===== src/rtl/shifter_pkg.sv =====
// Shared definitions for the pipelined barrel shifter: mode encodings and
// helpers that derive shift-amount widths and level partitioning from WIDTH.
package shifter_pkg;

    typedef enum logic [1:0] {
        MODE_LSHR = 2'd0,
        MODE_ASHR = 2'd1,
        MODE_SHL  = 2'd2,
        MODE_ROTR = 2'd3
    } shift_mode_e;

    // Number of log-shifter levels needed for a given data width: ceil(log2(width)).
    function automatic int shamt_bits(input int width);
        return (width <= 1) ? 0 : $clog2(width);
    endfunction

    // Width of the carried shift-amount field; never zero so ports stay legal at WIDTH=1.
    function automatic int amt_width(input int width);
        return (shamt_bits(width) > 0) ? shamt_bits(width) : 1;
    endfunction

    // First log-shifter level owned by a stage; levels are spread evenly over the stages.
    function automatic int level_lo(input int stage, input int levels, input int stages);
        return (stage * levels) / stages;
    endfunction

    localparam int DEFAULT_WIDTH = 16;
    localparam int SHAMT_BITS    = shamt_bits(DEFAULT_WIDTH);

endpackage


===== src/rtl/shifter_stage.sv =====
// One registered slice of the log shifter: applies levels [LO, HI) of the
// shift, then captures data, valid, overflow, mode and the residual amount.
module shifter_stage
    import shifter_pkg::*;
#(
    parameter int WIDTH = 16,
    parameter int AW    = 4,
    parameter int LO    = 0,
    parameter int HI    = 0
) (
    input  logic              CLK,
    input  logic              ASYNCRESET,
    input  logic              adv,
    input  logic              in_valid,
    input  logic              in_ovf,
    input  logic [WIDTH-1:0]  in_data,
    input  logic [AW-1:0]     in_amt,
    input  shift_mode_e       in_mode,
    output logic              out_valid,
    output logic              out_ovf,
    output logic [WIDTH-1:0]  out_data,
    output logic [AW-1:0]     out_amt,
    output shift_mode_e       out_mode
);

    logic [WIDTH-1:0] shifted;

    // Apply this stage's power-of-two shift levels selected by the residual amount bits.
    always_comb begin
        // NOTE: default assignment first so every path assigns shifted; no latch is inferred.
        shifted = in_data;
        for (int k = LO; k < HI; k++) begin
            if (in_amt[k]) begin
                case (in_mode)
                    MODE_LSHR: shifted = shifted >> (1 << k);
                    MODE_ASHR: shifted = $signed(shifted) >>> (1 << k);
                    MODE_SHL:  shifted = shifted << (1 << k);
                    default:   shifted = (shifted >> (1 << k)) | (shifted << (WIDTH - (1 << k)));
                endcase
            end
        end
    end

    // Stage register: loads everything when the pipeline advances, otherwise holds.
    always_ff @(posedge CLK or posedge ASYNCRESET) begin
        if (ASYNCRESET) begin
            // NOTE: data registers are cleared too, so out reads 0 while reset is asserted.
            out_valid <= 1'b0;
            out_ovf   <= 1'b0;
            out_data  <= '0;
            out_amt   <= '0;
            out_mode  <= MODE_LSHR;
        end else if (adv) begin
            // NOTE: non-blocking assignments for state so all stages update from pre-edge values.
            out_valid <= in_valid;
            out_ovf   <= in_ovf;
            out_data  <= shifted;
            out_amt   <= in_amt;
            out_mode  <= in_mode;
        end
    end

endmodule


===== src/rtl/pipelined_shifter.sv =====
// Pipelined barrel shifter (lshr/ashr/shl/rotr) with valid/ready handshakes.
// Out-of-range amounts are resolved before the first register, so later
// stages only ever see an in-range residual amount.
module pipelined_shifter
    import shifter_pkg::*;
#(
    parameter int WIDTH  = 16,
    parameter int STAGES = 2
) (
    input  logic              CLK,
    input  logic              ASYNCRESET,
    input  logic [WIDTH-1:0]  in0,
    input  logic [WIDTH-1:0]  in1,
    input  logic [1:0]        mode,
    input  logic              in_valid,
    output logic              in_ready,
    output logic [WIDTH-1:0]  out,
    output logic              out_valid,
    input  logic              out_ready,
    output logic              overflow
);

    localparam int SB = shamt_bits(WIDTH);
    localparam int AW = amt_width(WIDTH);
    localparam logic [WIDTH:0] WIDTH_EXT = (WIDTH + 1)'(WIDTH);

    // Stage chain: index 0 is the pre-register front end, index s+1 is the output of stage s.
    logic              v_c   [STAGES+1];
    logic              ovf_c [STAGES+1];
    logic [WIDTH-1:0]  d_c   [STAGES+1];
    logic [AW-1:0]     a_c   [STAGES+1];
    shift_mode_e       m_c   [STAGES+1];

    logic              adv;
    logic [WIDTH:0]    in1_ext;
    logic              over;
    logic [WIDTH-1:0]  p_data;
    logic [AW-1:0]     p_amt;

    // Whole pipeline moves together whenever the output slot is free or being consumed.
    assign adv      = out_ready | ~v_c[STAGES];
    assign in_ready = adv;

    // Front end: detect overflow and fold out-of-range shifts into pre-filled data with zero residual.
    always_comb begin
        in1_ext = {1'b0, in1};
        over    = (in1_ext >= WIDTH_EXT);
        // Rotation uses the amount modulo WIDTH; WIDTH is a constant so this is a fixed divider.
        p_amt   = AW'(in1_ext % WIDTH_EXT);
        p_data  = in0;
        if (over && (mode != MODE_ROTR)) begin
            p_amt  = '0;
            p_data = (mode == MODE_ASHR) ? {WIDTH{in0[WIDTH-1]}} : '0;
        end
    end

    assign v_c[0]   = in_valid;
    assign ovf_c[0] = in_valid & over;
    assign d_c[0]   = p_data;
    assign a_c[0]   = p_amt;
    assign m_c[0]   = shift_mode_e'(mode);

    for (genvar s = 0; s < STAGES; s++) begin : g_stage
        shifter_stage #(
            .WIDTH (WIDTH),
            .AW    (AW),
            .LO    (level_lo(s, SB, STAGES)),
            .HI    (level_lo(s + 1, SB, STAGES))
        ) u_stage (
            .CLK        (CLK),
            .ASYNCRESET (ASYNCRESET),
            .adv        (adv),
            .in_valid   (v_c[s]),
            .in_ovf     (ovf_c[s]),
            .in_data    (d_c[s]),
            .in_amt     (a_c[s]),
            .in_mode    (m_c[s]),
            .out_valid  (v_c[s+1]),
            .out_ovf    (ovf_c[s+1]),
            .out_data   (d_c[s+1]),
            .out_amt    (a_c[s+1]),
            .out_mode   (m_c[s+1])
        );
    end

    assign out       = d_c[STAGES];
    assign out_valid = v_c[STAGES];
    assign overflow  = ovf_c[STAGES];

endmodule

===== config.mk =====
export PLATFORM = sky130hd
export DESIGN_NAME = pipelined_shifter
export DESIGN_NICKNAME = d
export VERILOG_FILES = /design/src/rtl/shifter_pkg.sv /design/src/rtl/shifter_stage.sv /design/src/rtl/pipelined_shifter.sv
export SDC_FILE = /design/constraint.sdc
export NUM_CORES = 1
export LEC_CHECK = 0
export ABC_AREA = 0
export BUFFER_PORTS_ARGS = -buffer_cell sky130_fd_sc_hd__buf_2
export CAP_MARGIN = 15
export CORE_MARGIN = 2
export CORE_UTILIZATION = 50
export DETAILED_ROUTE_END_ITERATION = 8
export GPL_TIMING_DRIVEN = 1
export HOLD_SLACK_MARGIN = 0.03
export PLACE_DENSITY_LB_ADDON = 0.05
export SLEW_MARGIN = 20
export SYNTH_ARGS = -nofsm -noshare
export SYNTH_HDL_FRONTEND = slang
export SYNTH_SLANG_ARGS = --single-unit

===== constraint.sdc =====
create_clock -name CLK -period 2.6 [get_ports CLK]
set_clock_uncertainty 0.1 [all_clocks]
set_input_delay 0.39 -clock CLK [delete_from_list [all_inputs] [get_ports CLK]]
set_output_delay 0.39 -clock CLK [all_outputs]
set_load 0.05 [all_outputs]

==> results of run 1 <==
[worst max-delay path: stages]
cell and delay (ps):
buf_2 100, or4_1 680, buf_4 220, buf_4 140
nor4_1 270, o31ai_1 130, a2111oi_2 370, a211o_1 140
[cell families after synthesis]
family / count (synthesis) / share of synthesized area (%)
AO/OA/AOI/OAI: 156 / 34.6
buffers and inverters: 63 / 9.54
flip-flops: 40 / 29.7
multiplexers: 8 / 2.49
AND/OR/NAND/NOR: 154 / 23.7
[final timing paths]
path                                                                to  slack, ps  cells after the start
min                         g_stage[1].u_stage.out_data[5]$_DFFE_PP0P_        110                      3
max reg2reg                 g_stage[1].u_stage.out_data[4]$_DFFE_PP0P_        570                      5
min in group CLK              g_stage[0].u_stage.out_valid$_DFFE_PP0P_        220                      3
min reg2reg                     g_stage[1].u_stage.out_ovf$_DFFE_PP0P_        370                      2
max in group asynchronous   g_stage[1].u_stage.out_data[9]$_DFFE_PP0P_       1940                      3
max                        g_stage[0].u_stage.out_data[12]$_DFFE_PP0P_        290                      8
[flip-flops by register name, indices dropped and copies added (netlist names)]
| signal | count |
|---|---|
| g_stage.u_stage.out_ovf | 2 |
| g_stage.u_stage.out_data | 32 |
| g_stage.u_stage.out_valid | 2 |
| g_stage.u_stage.out_amt | 2 |
| g_stage.u_stage.out_mode | 2 |
[layer usage]
metal | share of wire [%] | vias up
met3 | 7.8 | 36
met1 | 42 | 1657
li1 | - | 1682
met5 | 0 | -
met4 | 3.8 | 0
met2 | 47 | 220
[power by group]
group,switching (µW),internal (µW),total (µW),leakage (µW)
registers,102,737,839,0.000490
clock network,212,183,395,0.0000410
logic,632,318,950,0.00107
[per-stage QoR]
stage	power [µW]	area (µm²)	cells	worst slack [ps]	utilization, %
global route	2310	3820	546	182	59.4
detailed placement	1790	3740	539	8.34	58.2
floorplan	1600	3370	421	119	-
global placement	1780	3740	539	25.3	58.2
CTS	2190	3820	546	312	59.4
finish	2180	3820	546	291	59.4
[synthesized netlist by cell type, types with 3 or more instances]
master / number
a211oi_1: 5
a21oi_1: 19
a221oi_1: 3
a2bb2oi_1: 5
a311oi_1: 3
a31o_2: 5
a31oi_1: 10
and2_1: 3
buf_2: 8
buf_4: 16
clkbuf_1: 24
dfrtp_1: 40
inv_1: 12
mux2_2: 3
mux2i_1: 5
nand2_1: 46
nand2b_1: 8
nand3_1: 6
nand4_1: 5
nor2_1: 42
nor2b_1: 6
nor3_1: 7
nor4_1: 5
nor4bb_1: 4
o211a_1: 3
o211ai_1: 11
o21a_1: 8
o21ai_0: 28
o221ai_1: 12
o22ai_1: 3
o2bb2ai_1: 6
o31a_1: 3
o31ai_1: 3
o41ai_1: 4
or2_2: 5
or4_1: 5
[final cells by class]
type | instances | area, µm²
multi-input cells | 318 | 2050
clock inverters | 1 | 5.00
inverters | 13 | 48.8
clock buffers | 6 | 72.6
flip-flops and latches | 40 | 1000
fillers | 590 | 2610
well taps | 77 | 96.3
repair buffers | 91 | 543
==> reports/summary.md, run 1 <==
Hold timing on the final database bottoms out at a slack of 112 ps. Averaged over all synthesized cells, the footprint is 8.00 µm². For this run, global-route usage on met3 was measured as 2.21%. The number of clock buffers added by TritonCTS is 5. In the global route stage, overall resource usage came out at 29.8%.

The run gives 41 as the pin count of the biggest net entering global routing. At the pin with the least slew margin, the transition time is 565 ps. The most used flip-flop cell after synthesis is dfrtp_1.

Count of cells resized by post-cts repair: 0. The worst endpoint data arrival time was 2440 ps; the number of buffers added on ports was 56. The initial utilization of the core area, before any placement, comes to 52.5%.

Of all nets on the critical path, the largest fanout is 5. The number of vias per cell after detailed routing is 6.58, and the die footprint is 7410 µm². Share of async-settable or async-resettable flops after synthesis: 100%. Based on the critical path, the design can be clocked at up to 0.433 GHz.

STA puts the critical path data required time at 2730 ps. The detailed router finished its first iteration with 287 violations. Setup violations remaining at the end of the flow were counted as 0. After clock tree synthesis, the flow added hold-fix buffers numbering 0. STA classifies the critical path endpoint as a register. The first global-routing pass estimated 17400 µm of wire. Register bit total from synthesis: 40.

After global routing the overflow that remains totals 0. Power spread over the standard cell area amounts to 572 nW/µm². In this run the remaining antenna-violating nets after routing total 0.

The category of the worst setup path launch point is an input port. The tools report the beginning of the critical path as in1[13]. The buffer levels on the longest clock path came out at 2. Global routing used 48.8% of the available met2 tracks. The floorplan step set the die width to 86.1 µm. The synthesized design spends more area on one cell type than any other, namely dfrtp_1. The logs give 421 for the number of instances in the synthesized netlist and 57 for the number of top-level design ports. In this run the clock root is driven by a clkbuf_8.

For the finished layout, the period the worst path requires is 2310 ps. The number of flops mapped to enable cells by yosys was 0; the cell leakage power was 0.00161 µW. Counting every net in the synthesized netlist gives 459. The mapped netlist covers 3370 µm². Max-cap violations in this run came to 0.

During synthesis, Yosys emitted a total of 0 warnings. The run gives 0 as the count of pins over their slew limit. The critical path is of the input port to register type.

From bottom edge to top edge, the die measures 86.1 µm. After legalization and detailed placement, the total HPWL measured 8320 µm. The tools report the number of global-route vias before repair as 3334. TritonCTS built the clock tree.

For met1 alone, demand over resource in global routing was 40.1%. The distinct cell type count after synthesis is 66. The core region area is 6420 µm², and the total wirelength of the detailed-routed design is 10800 µm. In the layout the commonest cells are 56 x buf_2, 46 x nand2_1, 42 x nor2_1.

The average routed wire per standard cell came out at 19.8 µm. The clock net in this run drives a total of 40 sinks. The most common cell after layout, fill and taps aside was buf_2. Routability-driven placement finished with a final weighted congestion of 0.989. The most congested layer reported by global routing is met2.

The share of post-route cells with drive strength above 1 was 26.0%; the count of unresolved DRC violations after routing was 0. After the last flow step, the layout net total stands at 507. The worst path uses 88.8% of the clock period. The run gives 0 as the number of hold-slack violations in the final timing report. Sequential elements use 29.7% of the synthesized area. Of the post-synthesis cell area, the dominant cell type holds 29.7%.

The clock slew at the register clock pins of the worst setup and hold paths came out at 80 ps. VDD sags by at most 0.231 mV. Number of antenna violations at the first check in global routing: 0. The class of the worst hold path is input port to asynchronous set/reset pin. The clock tree synthesis step divided the H-tree into 2 levels. Setup repair after global routing left no endpoint under its margin. The routed layout has 3595 vias. The repair_antennas step left the layout with diodes totalling 0.

Number of buffers inserted to repair setup after CTS: 0. At the later pin of the worst-skew pair, clock insertion delay measures 280 ps. The layout overhead on the synthesized area works out to 13.3%.

Ranked by total cell area, the synthesized netlist is headed by dfrtp_1 30%, nand2_1 5.1%, nor2_1 4.7%. The run gives 0 ps as the total negative slack for setup checks. Worst reg2reg path startpoint: g_stage[0].u_stage.out_mode[0]$_DFFE_PP0P_.

The flow ran to the end, and the final reports show no timing, DRC or antenna violations. The first detailed-routing pass ran for 5 iterations. For the headroom to the max-slew limit, the log shows 62.3%. Row generation in the floorplan step produced 29 rows.
Power figures use the tool's default switching activity.
==> run 2: changes to the inputs <==
Settings changed: REMOVE_ABC_BUFFERS set to 1.
==> reports/summary.md, run 2 (synthesized netlist as in run 1, its figures left out) <==
The run finished with clean final reports. The number of buffers added on ports was 56 (unchanged); the critical path's largest stage delay was 420 ps (-260 ps). The number of nets in the layout was 507 (unchanged); the minimum clock period after layout was 2370 ps (+57.4 ps). The total wirelength of the detailed-routed design was 10900 µm (+1.1%). The register with the most flip-flops in the final layout is g_stage.u_stage.out_data. The maximum clock rate is 0.423 GHz (-2.4%), and the maximum ir drop on the vdd rail is 0.192 mV (-17%).

The die footprint was 7410 µm² (unchanged). The tools report the headroom to the max-slew limit as 55.9% (-6.4 points). The die boundary height came out at 86.1 µm (unchanged).

Setup slack after layout: 234 ps (-57.4 ps). The most common cell after layout, fill and taps aside is buf_2. The library cells used most frequently in the layout, excluding fill and tap cells, are 56 x buf_2, 46 x nand2_1, 42 x nor2_1. The logs give 0 (unchanged) for the number of buffers inserted to repair setup after CTS and 290 ps (about the same) for the clock network latency to the later pin of the worst-skew pair. The logs give 0 (unchanged) for the number of antenna repair diodes and 18200 µm (+4.6%) for the first-pass GRT wire length. The total cell area at the placement stage is 3740 µm² (unchanged), and the total number of vias is 3592 (-0.083%). For the final count of negative-setup-slack endpoints, the log shows 0 (unchanged). Setup repair after global routing left no endpoint under its margin. The pin count of the biggest net entering global routing is 41 (unchanged), and the number of clock buffers inserted by TritonCTS is 5 (unchanged).

For this design, the slowest cell found on the critical path is buf_4. The portion of the clock cycle consumed by the worst path in the final layout is 91.0% (+2.2 points), and the count of unresolved DRC violations after routing is 0 (unchanged). The clock sink total is 40 (unchanged), and the number of antenna violations at the first check in global routing is 0 (unchanged).

The worst setup path is captured at an output port. The clock slew at the register clock pins of the worst setup and hold paths works out to 80 ps (about the same). The count of standard-cell rows is 29 (unchanged). HPWL after detailed placement: 8400 µm (+1.1%). The final worst hold slack was 112 ps (-0.507 ps); the count of cells resized by post-cts repair was 0 (unchanged). The actual slew at the worst max-slew pin was 661 ps (+96.3 ps); the H-tree depth was 2 (unchanged). The category of cells accounting for the largest share of critical-path delay is buffers and inverters. The post-route antenna net violation count is 0 (unchanged). The logs give 1880 ps (-560 ps) for the worst endpoint data arrival time and 5 (unchanged) for the number of iterations in the first detailed-routing pass.

The hold buffer count at cts is 0 (unchanged), and the placed instance count is 539 (unchanged). For the number of hold-slack violations in the final timing report, the log shows 0 (unchanged). The worst hold path belongs to the class input port to asynchronous set/reset pin. The horizontal die dimension was 86.1 µm (unchanged).

The combined area of the multi-input logic cells is 2050 µm² (unchanged), and the flip-flop count of the largest register after layout is 32 (unchanged). The worst setup path is launched from a register. The run gives 2280 µW (+4.6%) as the overall power. Total of max-cap violations: 0 (unchanged). The share of post-route cells with drive strength above 1 was 26.2% (+0.16 points); the number of vias per cell after detailed routing was 6.57 (-0.27%).

Compared with the post-synthesis result, the final layout area differs by 14.1%. The number of buffers and inverters on the critical path was 3 (unchanged); the critical-path maximum fanout was 37 (+32). Walking the worst path, the cells encountered are nor2b_2 -> inv_1 -> buf_4 -> buf_2. The DRC marker count from the first detailed-route iteration came out at 229 (-20%). The run gives 61.3 ps (+53.0 ps) as the pre-CTS worst setup slack. The number of global-route vias before repair is 3466 (+4.0%), and the initial standard-cell utilization of the core is 52.5% (unchanged).

The final weighted congestion in routability-driven placement was 0.985 (-0.44%). The tools report the global-route usage over all layers as 31.2% (+1.3 points). The residual overflow from global routing came out at 0 (unchanged). The core region area was 6420 µm² (unchanged); the average routed wire per standard cell was 20.0 µm (+0.87%). For the cell leakage power, the log shows 0.00162 µW (+1.0%). The post-layout instance count excluding filler cells was 547 (+0.18%).

The areal power density over the cells was 594 nW/µm² (+3.8%); the area used by sequential logic in the layout was 1000 µm² (unchanged). The buffer levels on the longest clock path is 2 (unchanged), and the count of fill cells added during filler insertion is 626 (+6.1%). The data required time of the critical path came out at 2110 ps (-620 ps).

The run gives 0 (unchanged) as the count of pins over their slew limit. Number of top-level design ports: 57 (unchanged). For the total non-filler cell area in the finished layout, the log shows 3850 µm² (+0.79%). In this run the clock root is driven by a clkbuf_8.

The kind of critical path was register to output port. TritonCTS built the clock tree.
==> run 2: cell types whose count changed in the layout (fill, tap and decap cells not counted) <==
cell and change:
bufinv_16 +1
==> run 2: per-stage QoR <==
step | util (%) | TNS (ps)
3_5_place_dp | 58.2 | 0
4_1_cts | 59.9 | 0
6_report | 59.9 | 0
3_3_place_gp | 58.2 | 0
2_1_floorplan | - | -28030
5_1_grt | 59.9 | 0
==> run 2: final timing paths <==
| check | startpoint | slack, ps | endpoint | cells past startpoint |
|---|---|---|---|---|
| hold reg to reg | g_stage[0].u_stage.out_valid$_DFFE_PP0P_ | 360 | g_stage[1].u_stage.out_valid$_DFFE_PP0P_ | 1 |
| setup / recovery | g_stage[1].u_stage.out_valid$_DFFE_PP0P_ | 230 | in_ready | 4 |
| setup reg to reg | g_stage[0].u_stage.out_amt[2]$_DFFE_PP0P_ | 540 | g_stage[1].u_stage.out_data[15]$_DFFE_PP0P_ | 5 |
| min in group CLK | in_valid | 220 | g_stage[0].u_stage.out_valid$_DFFE_PP0P_ | 3 |
| hold / removal | ASYNCRESET | 110 | g_stage[1].u_stage.out_data[14]$_DFFE_PP0P_ | 3 |
| max in group asynchronous | ASYNCRESET | 1940 | g_stage[1].u_stage.out_data[2]$_DFFE_PP0P_ | 3 |
==> run 2: cell type report <==
cell class / instances / area share [%]
clock buffer: 6 / 1.89
clock inverter: 2 / 0.911
inverter: 13 / 1.27
multi-input combinational: 318 / 53.3
sequential: 40 / 26.0
tap: 77 / 2.50
timing repair buffer: 91 / 14.1
==> run 2: power breakdown <==
part           internal (µW)  leakage [µW]  switching [µW]
logic                    314       0.00108             627
clock network            285     0.0000552             217
registers                737      0.000490             104
==> run 2: routing by layer <==
metal | GRT usage [%] | share of wire (%)
met4 | 12.7 | 3.0
met3 | 4.23 | 7.8
met1 | 40.6 | 40
met5 | 0 | 0
met2 | 51.9 | 49
==> run 2: tightest hold or removal path, stage by stage <==
cell and delay (ps):
buf_2 90, inv_1 40, buf_4 420
